**src/rtl/stopwatch_timer.sv**
```systemverilog
// stopwatch_timer
//   MM:SS stopwatch with a generic clock divider. Counts up or down at
//   TICK_HZ, supports a preload while stopped, a lap capture register,
//   clear, a one-cycle wrap pulse (up count) and a one-cycle expiry pulse
//   (down count). All outputs come straight from flops.
// Ports
//   clk, rst              clock; asynchronous active-high reset
//   start, stop           level run / halt requests (start wins a tie)
//   clear                 zero time, lap and divider; halt
//   load, load_sec/min    preload time, accepted only while stopped
//   mode                  0 = up, 1 = down; latched into dir on start
//   lap                   capture current time into lap_sec/lap_min
//   sec, min              current time
//   lap_sec, lap_min      captured time; lap_valid marks a capture
//   running, dir          run state and latched direction
//   expired, wrapped      one-cycle event pulses
module stopwatch_timer #(
  parameter int CLK_HZ  = 50_000_000,
  parameter int TICK_HZ = 1,
  parameter int MIN_W   = 7,
  parameter int MIN_MAX = 99
) (
  input  logic             clk,
  input  logic             rst,
  input  logic             start,
  input  logic             stop,
  input  logic             clear,
  input  logic             load,
  input  logic [5:0]       load_sec,
  input  logic [MIN_W-1:0] load_min,
  input  logic             mode,
  input  logic             lap,
  output logic [5:0]       sec,
  output logic [MIN_W-1:0] min,
  output logic [5:0]       lap_sec,
  output logic [MIN_W-1:0] lap_min,
  output logic             lap_valid,
  output logic             running,
  output logic             dir,
  output logic             expired,
  output logic             wrapped
);

  // state  | meaning
  // S_IDLE | halted; divider frozen, preload accepted
  // S_RUN  | counting; divider advances every cycle

  localparam int DIV   = CLK_HZ / TICK_HZ;
  localparam int DIV_W = (DIV > 1) ? $clog2(DIV) : 1;
  localparam logic [DIV_W-1:0] DIV_LAST = DIV_W'(DIV - 1);
  localparam logic [MIN_W-1:0] MIN_LAST = MIN_W'(MIN_MAX);

  typedef enum logic {S_IDLE = 1'b0, S_RUN = 1'b1} state_t;

  state_t           state, state_nxt;
  logic [DIV_W-1:0] div;
  logic             tick;
  logic             at_zero, at_one, at_top;
  logic             start_ok, expire_now, wrap_now;

  assign tick       = (state == S_RUN) && (div == DIV_LAST);
  assign at_zero    = (sec == 6'd0) && (min == '0);
  assign at_one     = (sec == 6'd1) && (min == '0);
  assign at_top     = (sec == 6'd59) && (min == MIN_LAST);
  assign expire_now = tick && dir && at_one;
  assign wrap_now   = tick && !dir && at_top;
  // A down count from 00:00 would expire immediately, so refuse to start it.
  assign start_ok   = start && !(mode && at_zero);

  always_ff @(posedge clk or posedge rst) begin
    if (rst) state <= S_IDLE;
    else     state <= state_nxt;
  end

  always_comb begin
    state_nxt = state;
    if (clear) begin
      state_nxt = S_IDLE;
    end else begin
      case (state)
        // load outranks start, so a same-cycle start is dropped
        S_IDLE: if (!load && start_ok) state_nxt = S_RUN;
        S_RUN:  if (expire_now || (stop && !start)) state_nxt = S_IDLE;
        default: state_nxt = S_IDLE;
      endcase
    end
  end

  always_comb begin
    running = (state == S_RUN);
  end

  always_ff @(posedge clk or posedge rst) begin
    if (rst) begin
      sec       <= '0;
      min       <= '0;
      div       <= '0;
      lap_sec   <= '0;
      lap_min   <= '0;
      lap_valid <= 1'b0;
      dir       <= 1'b0;
      expired   <= 1'b0;
      wrapped   <= 1'b0;
    end else begin
      expired <= 1'b0;
      wrapped <= 1'b0;
      if (clear) begin
        sec       <= '0;
        min       <= '0;
        div       <= '0;
        lap_sec   <= '0;
        lap_min   <= '0;
        lap_valid <= 1'b0;
      end else begin
        // Captures the value before any tick on this edge.
        if (lap) begin
          lap_sec   <= sec;
          lap_min   <= min;
          lap_valid <= 1'b1;
        end
        if (state == S_RUN) begin
          div <= tick ? '0 : div + 1'b1;
          if (tick) begin
            expired <= expire_now;
            wrapped <= wrap_now;
            if (!dir) begin
              if (sec == 6'd59) begin
                sec <= '0;
                min <= (min == MIN_LAST) ? '0 : min + 1'b1;
              end else begin
                sec <= sec + 1'b1;
              end
            end else begin
              if (sec == 6'd0) begin
                sec <= 6'd59;
                min <= min - 1'b1;
              end else begin
                sec <= sec - 1'b1;
              end
            end
          end
        end else if (load) begin
          sec <= (load_sec > 6'd59) ? 6'd59 : load_sec;
          min <= (load_min > MIN_LAST) ? MIN_LAST : load_min;
          div <= '0;
        end else if (start_ok) begin
          dir <= mode;
        end
      end
    end
  end

endmodule

```
**config.mk**
```make
export PLATFORM = sky130hd
export DESIGN_NAME = stopwatch_timer
export DESIGN_NICKNAME = d
export VERILOG_FILES = /design/src/rtl/stopwatch_timer.sv
export SDC_FILE = /design/constraint.sdc
export NUM_CORES = 1
export LEC_CHECK = 0
export BUFFER_PORTS_ARGS = -buffer_cell sky130_fd_sc_hd__buf_2
export CAP_MARGIN = 0
export CORE_ASPECT_RATIO = 0.6
export CORE_MARGIN = 2
export CORE_UTILIZATION = 51
export DETAILED_ROUTE_END_ITERATION = 8
export HOLD_SLACK_MARGIN = 0.15
export PLACE_DENSITY = 0.7
export SLEW_MARGIN = 5
export SYNTH_ARGS = -nofsm -noshare
export SYNTH_HDL_FRONTEND = slang
export SYNTH_SLANG_ARGS = --single-unit
```
**constraint.sdc**
```tcl
create_clock -name clk -period 2.8 [get_ports clk]
set_input_delay 0.14 -clock clk [delete_from_list [all_inputs] [get_ports clk]]
set_output_delay 0.14 -clock clk [all_outputs]
set_load 0.02 [all_outputs]
```
**Yosys cells after proc, flatten, opt, wreduce, memory -nomap -nowiden**

Index checks and enable logic that the tools add are counted.

- Latch bits: 0
- Flip-flop bits (word level): 57
- RAM bits: 0
- ROM bits: 0
- Memories: 0
- Output and inout bits: 31
- Word-level logic and storage cells: 88
- Bits of input ports: 21

- Reductions and logical operators: 24
- Equal/unequal tests: 7
- Div/mod/pow operators: 0
- Order comparisons: 2
- Add/subtract/negate cells: 5
- Multiply operators: 0
- Muxes and demuxes: 37
- Bitwise operators: 3
- Shifts and indexed selects: 0

Operator list:

| cell | number |
|---|---|
| two-way mux 26 bit | 4 |
| two-way mux 7 bit | 11 |
| two-way mux 6 bit | 10 |
| adder 26 x 1 -> 26 bit, second input constant | 1 |
| equality test 26 bit, second input constant | 1 |
| logical AND 1 bit | 12 |
| two-way mux 1 bit | 11 |
| inequality test 4 x 3 -> 1 bit, second input constant | 2 |
| AND reduction 4 bit | 2 |
| adder 7 x 1 -> 7 bit, second input constant | 1 |
| equality test 7 bit, second input constant | 1 |
| > comparator 7 bit, second input constant | 1 |
| zero test 7 bit | 1 |
| subtractor 7 x 1 -> 7 bit, second input constant | 1 |
| adder 6 x 1 -> 6 bit, second input constant | 1 |
| equality test 6 x 1 -> 1 bit, second input constant | 1 |
| equality test 6 bit, second input constant | 1 |
| > comparator 6 bit, second input constant | 1 |
| zero test 6 bit | 1 |
| subtractor 6 x 1 -> 6 bit, second input constant | 1 |
| zero test 1 bit | 4 |
| inequality test 3 x 2 -> 1 bit, second input constant | 1 |
| NOT 1 bit | 3 |
| nonzero test 3 bit | 1 |
| other kinds (4) | 4 |

**Depth between registers and ports, before layout**

Gate-level depths: netlist (run 1).

- Depth after elaboration: 9
- Gate-level depth with buffers: 7
- Depth with buffers taken out: 7

**Worst setup path before layout (run 1)**

No wires, ideal clock.

- Path kind: register to register
- Start: register div[8]
- End: register min[2]
- Arrival: 2055 ps
- Stages on the path, launching flop included: 7
- Library setup time: 125 ps
- Path buffers: 1
- Setup slack: 620 ps
- Data required time: 2675 ps
- Period minus slack after synthesis: 2180 ps
- Cells stage by stage: dfrtp_1 > or4_4 > nor4_4 > a31oi_4 > a211o_1 > buf_6 > mux2_4

- Word-level cells in the longest chain between the ends: 4

Ends and longest elaborated chain:

| item | line | text |
|---|---|---|
| start, declared | 56 | `logic [DIV_W-1:0] div;` |
| start signal, assigned | 122 | `div <= tick ? '0 : div + 1'b1;` |
| equality test 26 bit | 61 | `assign tick = (state == S_RUN) && (div == DIV_LAST);` |
| logical AND 1 bit | 61 |  |
| inequality test 3 x 2 -> 1 bit (no line) | - |  |
| AND reduction 4 bit (no line) | - |  |
| end signal, assigned | 129 | `min <= (min == MIN_LAST) ? '0 : min + 1'b1;` |
| end signal, assigned | 136 | `min <= min - 1'b1;` |
| end signal, assigned | 144 | `min <= (load_min > MIN_LAST) ? MIN_LAST : load_min;` |
| end, declared | 34 | `output logic [MIN_W-1:0] min,` |

No other way between the ends.
A chain may end at the register's enable or synchronous reset.

**Worst setup path in the final report (run 1)**

- Start: register div[8]
- End: register min[3]

The elaborated chain is that of the path after synthesis.

==> run_results.csv, run 1 <==
group,metric,value,unit
cells_and_area,fillCellCount,541,
worst_setup_path,crit_chain,"or4_4, nor4_4, a31oi_4, a211o_1, mux2_4",
yosys,ys_types,59,
yosys,ys.flop_type,"dfrtp_1",
worst_setup_path,crit_required,3.01,ns
worst_setup_path,path_delay_family,"simple AND/OR/NAND/NOR gates",
sta,hold_viol_final,0,
job,max-cap-violations,0,
floorplan,start_util,52.6,%
routing,routed-wl-met2,3550,microns
worst_setup_path,path_buf_inv,0,
clock_network,clk_path_buf_depth,2,
pwr,power.density,606,nW/um^2
clock_network,cts_root_buf,"clkbuf_16",
routing,routed_wl,9110,microns
pwr,swShare,29.2,%
routing,vias,3116,
clock_network,clkSinkCount,57,
routing,firstDrtPassIters,4,
yosys,synthesis.area,3500,sq um
pwr,p_clk_share,43.3,%
worst_hold_path,holdPathStages,3,
pwr,pwr-share-seq,36.8,%
global_routing,grt_max_degree,24,
sta,relSlewSlack,58.4,%
worst_setup_path,crit_start,"div[8]$_DFFE_PP0P_",
clock_network,htreeDepth,3,
yosys,synth_top_area_share,40.8,%
sta,tightest_slew,0.619,ns
sta,fin_crit_sh,83.9,%
global_routing,overflow,0,
worst_setup_path,cp.depth,5,
sta,setup_tns,0,ns
worst_setup_path,cp_max_fo,9,
sta,rsz0062_at_grt,"false",
clock_network,clkSlewWorstSetupHoldPaths,0.05,ns
worst_setup_path,criticalPathCategory,"flip-flop to flip-flop",
clock_network,cts_setup_buffers,0,
yosys,yosysWarnings,0,
cells_and_area,final_common_cell,"dfrtp_1",
placed_design,hpwlAfterDp,6360,microns
clock_network,ctsResizeCount,0,
sta,hold_slack,0.170,ns
sta,fmax,426,MHz
floorplan,fp.dieW,111,microns
yosys,synth_edf_count,0,
floorplan,rows,23,
routing,routed.top_layer,"met4",
pwr,combPwrFrac,19.9,%
floorplan,die_height,68.2,microns
placed_design,port_buffers,51,
pwr,switchingPower,0.743,mW
yosys,seq_area_frac_synth,40.8,%
floorplan,die_area,7560,sq um
pwr,power,2.54,mW
worst_hold_path,hp-class,"input pin to flip-flop",
sta,setup_viol,0,
yosys,synthArstFlopShare,100,%
cells_and_area,layout-drive-gt1-share,21.3,%
outcome,status,"complete, no violations",
yosys,netlist_instances,383,
global_routing,grt_pass1_vias,2729,
pwr,p_int,1.80,mW
floorplan,core,6650,sq um
floorplan,io_pins,52,
pwr,leakagePower,1.93,nW
cells_and_area,syn2layout_area_growth,20.0,%
routing,vias_per_cell,5.90,
routing,met1_length,4690,microns
routing,drcViolationCount,0,
cells_and_area,layout_common_cells,"dfrtp_1, nor2_1, buf_2",
clock_network,clkLatencyLatePin,0.33,ns
cells_and_area,antenna_cells,0,
placed_design,place.gp.congestion,0.879,
yosys,synth_top_cell_by_area,"dfrtp_1",
global_routing,grt_pass1_wl,14500,microns
routing,wl_met3,758,microns
yosys,syn_avg_cell_area,9.13,sq um
worst_setup_path,endpoint_kind,"flip-flop",
clock_network,numCtsBuffers,9,
yosys,yosys-top-cells-area,"dfrtp_1, nor2_1, mux2i_1",
routing,wire_per_inst,17.3,microns
global_routing,gr-usage-all-layers,24.7,%
worst_setup_path,r2r-start,"div[8]$_DFFE_PP0P_",
routing,ant_nets,0,
clock_network,cts_tree,"yes",
yosys,ys_ff_latch,57,
worst_setup_path,rr_worst_depth,5,
worst_setup_path,max_stage_delay,0.57,ns
yosys,synth_nets,412,
sta,skew,0.00694,ns
worst_setup_path,startpoint_type,"flip-flop",
pwr,ir_drop,0.283,mV
worst_hold_path,min_from,"load_sec[1]",
global_routing,antenna_found_initial,0,
sta,maxSlewViolCount,0,
routing,drtIter0Drc,213,
sta,min_period,2.35,ns
cells_and_area,nets,466,
worst_setup_path,cp_slowest_cell,"or4_4",
worst_setup_path,cp.arrival,2.56,ns
worst reg2reg max path, stage by stage (launching register included):
cell     delay (ns)
dfrtp_1        0.42
or4_4          0.57
nor4_4         0.29
a31oi_4        0.20
a211o_1        0.41
mux2_4         0.34
registers in the layout, summed over array words and instances (netlist names):
register,count
dir,1
div,26
expired,1
lap_min,7
lap_sec,6
lap_valid,1
min,7
running,1
sec,6
wrapped,1
power groups by stage:
stage                     clock (mW)  sequential (mW)  combinational (mW)
after floorplan                    0            0.959               0.330
after global placement             0            0.943               0.484
after detailed placement           0            0.945               0.491
after CTS                       1.11            0.932               0.502
after global routing            1.15            0.943               0.549
final                           1.10            0.936               0.507
final timing paths:
path,endpoint,slack [ns]
worst max-delay path,min[3]$_DFFE_PP0P_,0.45
worst min-delay path,sec[1]$_DFFE_PP0P_,0.17
worst max register to register,min[3]$_DFFE_PP0P_,0.45
worst min register to register,lap_valid$_DFFE_PP0P_,0.49
max in group asynchronous,div[8]$_DFFE_PP0P_,1.89
min in group asynchronous,div[5]$_DFFE_PP0P_,0.30
routing by layer:
layer,global-route usage (%),up-vias
met5,0,-
met4,6.25,0
met3,8.24,11
met2,33.1,152
met1,37.7,1460
li1,-,1493
cells in the mapped netlist (all sizes together), types with 3 or more instances:
library cell   n
nor4           8
buf            7
nor2b          3
nand4         11
xnor2         18
nor2          55
mux2i         17
o21ai         10
xor2           9
a211o          4
ha             8
or3            4
nand2b         5
nand3         17
inv           11
and4           5
mux2           6
nand2         24
clkbuf        19
and3           8
nand3b         3
nor4b          3
a21oi         13
dfrtp         57
nor3          13
o22a           3
o221ai         5
o31ai          3
a31oi          8
area by class of cell:
cell class              instances  area, sq um  share of cell area, %
well taps                      87          109                   2.59
repair buffers                 69          403                   9.60
clock buffers                  12          256                   6.11
multi-input cells             289         1920                   45.8
inverters                      11         41.3                  0.984
clock inverters                 3         40.0                  0.954
flip-flops and latches         57         1430                   34.0
cell families after synthesis:
family | after synthesis | share of synthesized area (%)
fa+ha+maj | 8 | 2.86
xor+xnor | 27 | 6.76
simple gates | 164 | 24.1
buf+inv | 37 | 4.33
mux | 23 | 7.12
compound gates | 67 | 14.1
flops | 57 | 40.8
what timing repair did:
| action | CTS | global route |
|---|---|---|
| hold endpoints to repair | 61 | 0 |
| hold buffers | 5 | 0 |
| endpoints found under the setup margin | 0 | 0 |
stage by stage:
stage / area, sq um / setup slack (ns) / utilization [%] / instances
floorplan: 3500 / 0.620 / - / 383
global placement: 3850 / 0.513 / 57.9 / 508
detailed placement: 3850 / 0.465 / 57.9 / 508
CTS: 4200 / 0.453 / 63.1 / 528
global route: 4200 / 0.357 / 63.1 / 528
finish: 4200 / 0.451 / 63.1 / 528
No activity file was read; power rests on OpenSTA's default activity.
==> inputs of run 2 (changes only) <==
Clock period 2.8 ns to 2.4 ns, I/O delays scaled along.
==> run 2 against run 1 <==
Worst setup slack got worse by 0.36 ns. Sequential share of layout area fell by 0.51 points. Combinational power rose by 25%. Non-clock buffer count rose by 8. Via count rose by 1.1%. Sequential power rose by 14%. Core utilization rose by 0.96 points. Largest power group unchanged. Highest routed layer unchanged.
==> run_results.csv, run 2 (synthesis results as in run 1) <==
group,metric,value,unit
clock_network,numCtsBuffers,9,
floorplan,io_pins,52,
worst_setup_path,reg2reg_slack,0.09,ns
clock_network,clkSinkCount,57,
placed_design,dp_worst_setup_slack,0.0661,ns
placed_design,place_inst,515,
pwr,switchingPower,0.872,mW
worst_setup_path,endpoint_kind,"flip-flop",
sta,rsz0062_at_grt,"false",
cells_and_area,antenna_cells,0,
clock_network,clkLatencyLatePin,0.33,ns
pwr,swShare,29.7,%
placed_design,place.gp.congestion,0.872,
sta,skew,0.00818,ns
floorplan,core,6650,sq um
placed_design,port_buffers,51,
job,max-cap-violations,0,
cells_and_area,syn2layout_area_growth,21.8,%
pwr,p_clk_share,41.9,%
global_routing,grt_max_degree,22,
pwr,leakagePower,1.96,nW
routing,vias,3150,
cells_and_area,nets,474,
routing,drcViolationCount,0,
sta,fmax,433,MHz
cells_and_area,layout_common_cells,"dfrtp_1, nor2_1, buf_2",
floorplan,start_util,52.6,%
pwr,power,2.94,mW
sta,setup_viol,0,
routing,met1_length,4580,microns
placed_design,hpwlAfterDp,6560,microns
worst_setup_path,crit_chain,"or4_4, nor4_4, a31oi_4, a211o_2, mux2_4",
global_routing,grt_pass1_vias,2850,
worst_setup_path,max_stage_delay,0.57,ns
worst_setup_path,cp.arrival,2.52,ns
outcome,status,"complete, no violations",
sta,hold_slack,0.167,ns
floorplan,die_area,7560,sq um
sta,hold_viol_final,0,
routing,vias_per_cell,5.88,
routing,routed_wl,9090,microns
worst_setup_path,cp_max_fo,6,
clock_network,clk_path_buf_depth,2,
routing,routed-wl-met2,3770,microns
clock_network,clkSlewWorstSetupHoldPaths,0.05,ns
cells_and_area,utilization,64.1,%
routing,wire_per_inst,17.0,microns
pwr,pwr-share-seq,36.5,%
cells_and_area,largest_reg_flops,26,
worst_setup_path,cp_slowest_cell,"or4_4",
pwr,p_int,2.06,mW
floorplan,rows,23,
pwr,combPwrFrac,21.5,%
floorplan,fp.dieW,111,microns
routing,ant_nets,0,
cells_and_area,finalInstanceArea,4260,sq um
routing,drtIter0Drc,169,
cells_and_area,final_common_cell,"dfrtp_1",
sta,setup_tns,0,ns
cells_and_area,largest-register,"div",
sta,min_period,2.31,ns
global_routing,antenna_found_initial,0,
global_routing,overflow,0,
placed_design,placed_cell_area,3900,sq um
clock_network,htreeDepth,3,
sta,fin_crit_sh,96.2,%
cells_and_area,top_regs,"div (26), lap_min (7), min (7)",
worst_setup_path,criticalPathCategory,"flip-flop to flip-flop",
pwr,power.density,689,nW/um^2
global_routing,grt_pass1_wl,14900,microns
worst_setup_path,crit_required,2.61,ns
worst_hold_path,hp-class,"input pin to flip-flop",
sta,tightest_slew,0.549,ns
clock_network,cts_root_buf,"clkbuf_16",
global_routing,gr-usage-all-layers,25.4,%
clock_network,cts_tree,"yes",
sta,relSlewSlack,63.4,%
pwr,ir_drop,0.312,mV
worst_setup_path,startpoint_type,"flip-flop",
sta,maxSlewViolCount,0,
routing,routed.top_layer,"met4",
sta,setup_ws,0.0921,ns
floorplan,die_height,68.2,microns
routing,firstDrtPassIters,4,
cells_and_area,fin_cells,536,
routing,wl_met3,690,microns
cells_and_area,layout-drive-gt1-share,23.4,%
clock_network,cts_setup_buffers,0,
## run 2: changes by cell type in the layout (fill, tap and decap cells not counted)
cell / before / now
nor3_2: 0 / 1
nor4b_2: 0 / 1
clkinvlp_4: 0 / 2
clkbuf_1: 1 / 0
clkinv_2: 2 / 3
buf_4: 13 / 20
clkbuf_8: 2 / 0
dlygate4sd3_1: 5 / 6
nor4b_1: 3 / 2
a211o_1: 3 / 2
a211o_2: 1 / 2
nor3_1: 13 / 12
## run 2: cell type report
class                           instances  area [sq um]
Timing Repair Buffer                   77           465
Clock buffer                            9           225
Fill cell                             578          2390
Tap cell                               87           109
Multi-Input combinational cell        289          1930
Inverter                               11          41.3
Sequential cell                        57          1430
Clock inverter                          6          60.1
## run 2: power by group through the flow
stage                     Sequential (mW)  Combinational, mW  Clock [mW]
after detailed placement             1.09              0.613           0
after floorplan                      1.12              0.385           0
final                                1.07              0.633        1.23
after global placement               1.08              0.603           0
after CTS                            1.07              0.627        1.25
after global routing                 1.08              0.696        1.29
## run 2: worst max-delay path, delay by kind of cell (launching register included)
kind	cells	cell delay, ns
DFF	1	0.42
muxes	1	0.33
and+or+nand+nor	2	0.87
AOI/OAI and AO/OA	2	0.57
## run 2: per-layer routing
metal,track usage (%),vias up
met3,7.26,6
met1,38.6,1519
met2,35.9,113
met5,0,-
li1,-,1512
met4,5.31,0
## run 2: timing repair
action                                 in CTS  in global routing
setup endpoints to repair                   0                  4
hold buffers                                6                  0
endpoints found under the hold margin      20                  0
resized for setup                           0                  3
## run 2: worst paths after layout
| path | endpoint | from | cells after the start |
|---|---|---|---|
| worst min register to register | div[6]$_DFFE_PP0P_ | div[6]$_DFFE_PP0P_ | 1 |
| max in group asynchronous | lap_min[1]$_DFFE_PP0P_ | rst | 4 |
| worst min-delay path | running$_DFF_PP0_ | stop | 3 |
| worst max register to register | min[2]$_DFFE_PP0P_ | div[8]$_DFFE_PP0P_ | 5 |
| min in group asynchronous | wrapped$_DFF_PP0_ | rst | 3 |
| worst max-delay path | min[2]$_DFFE_PP0P_ | div[8]$_DFFE_PP0P_ | 5 |
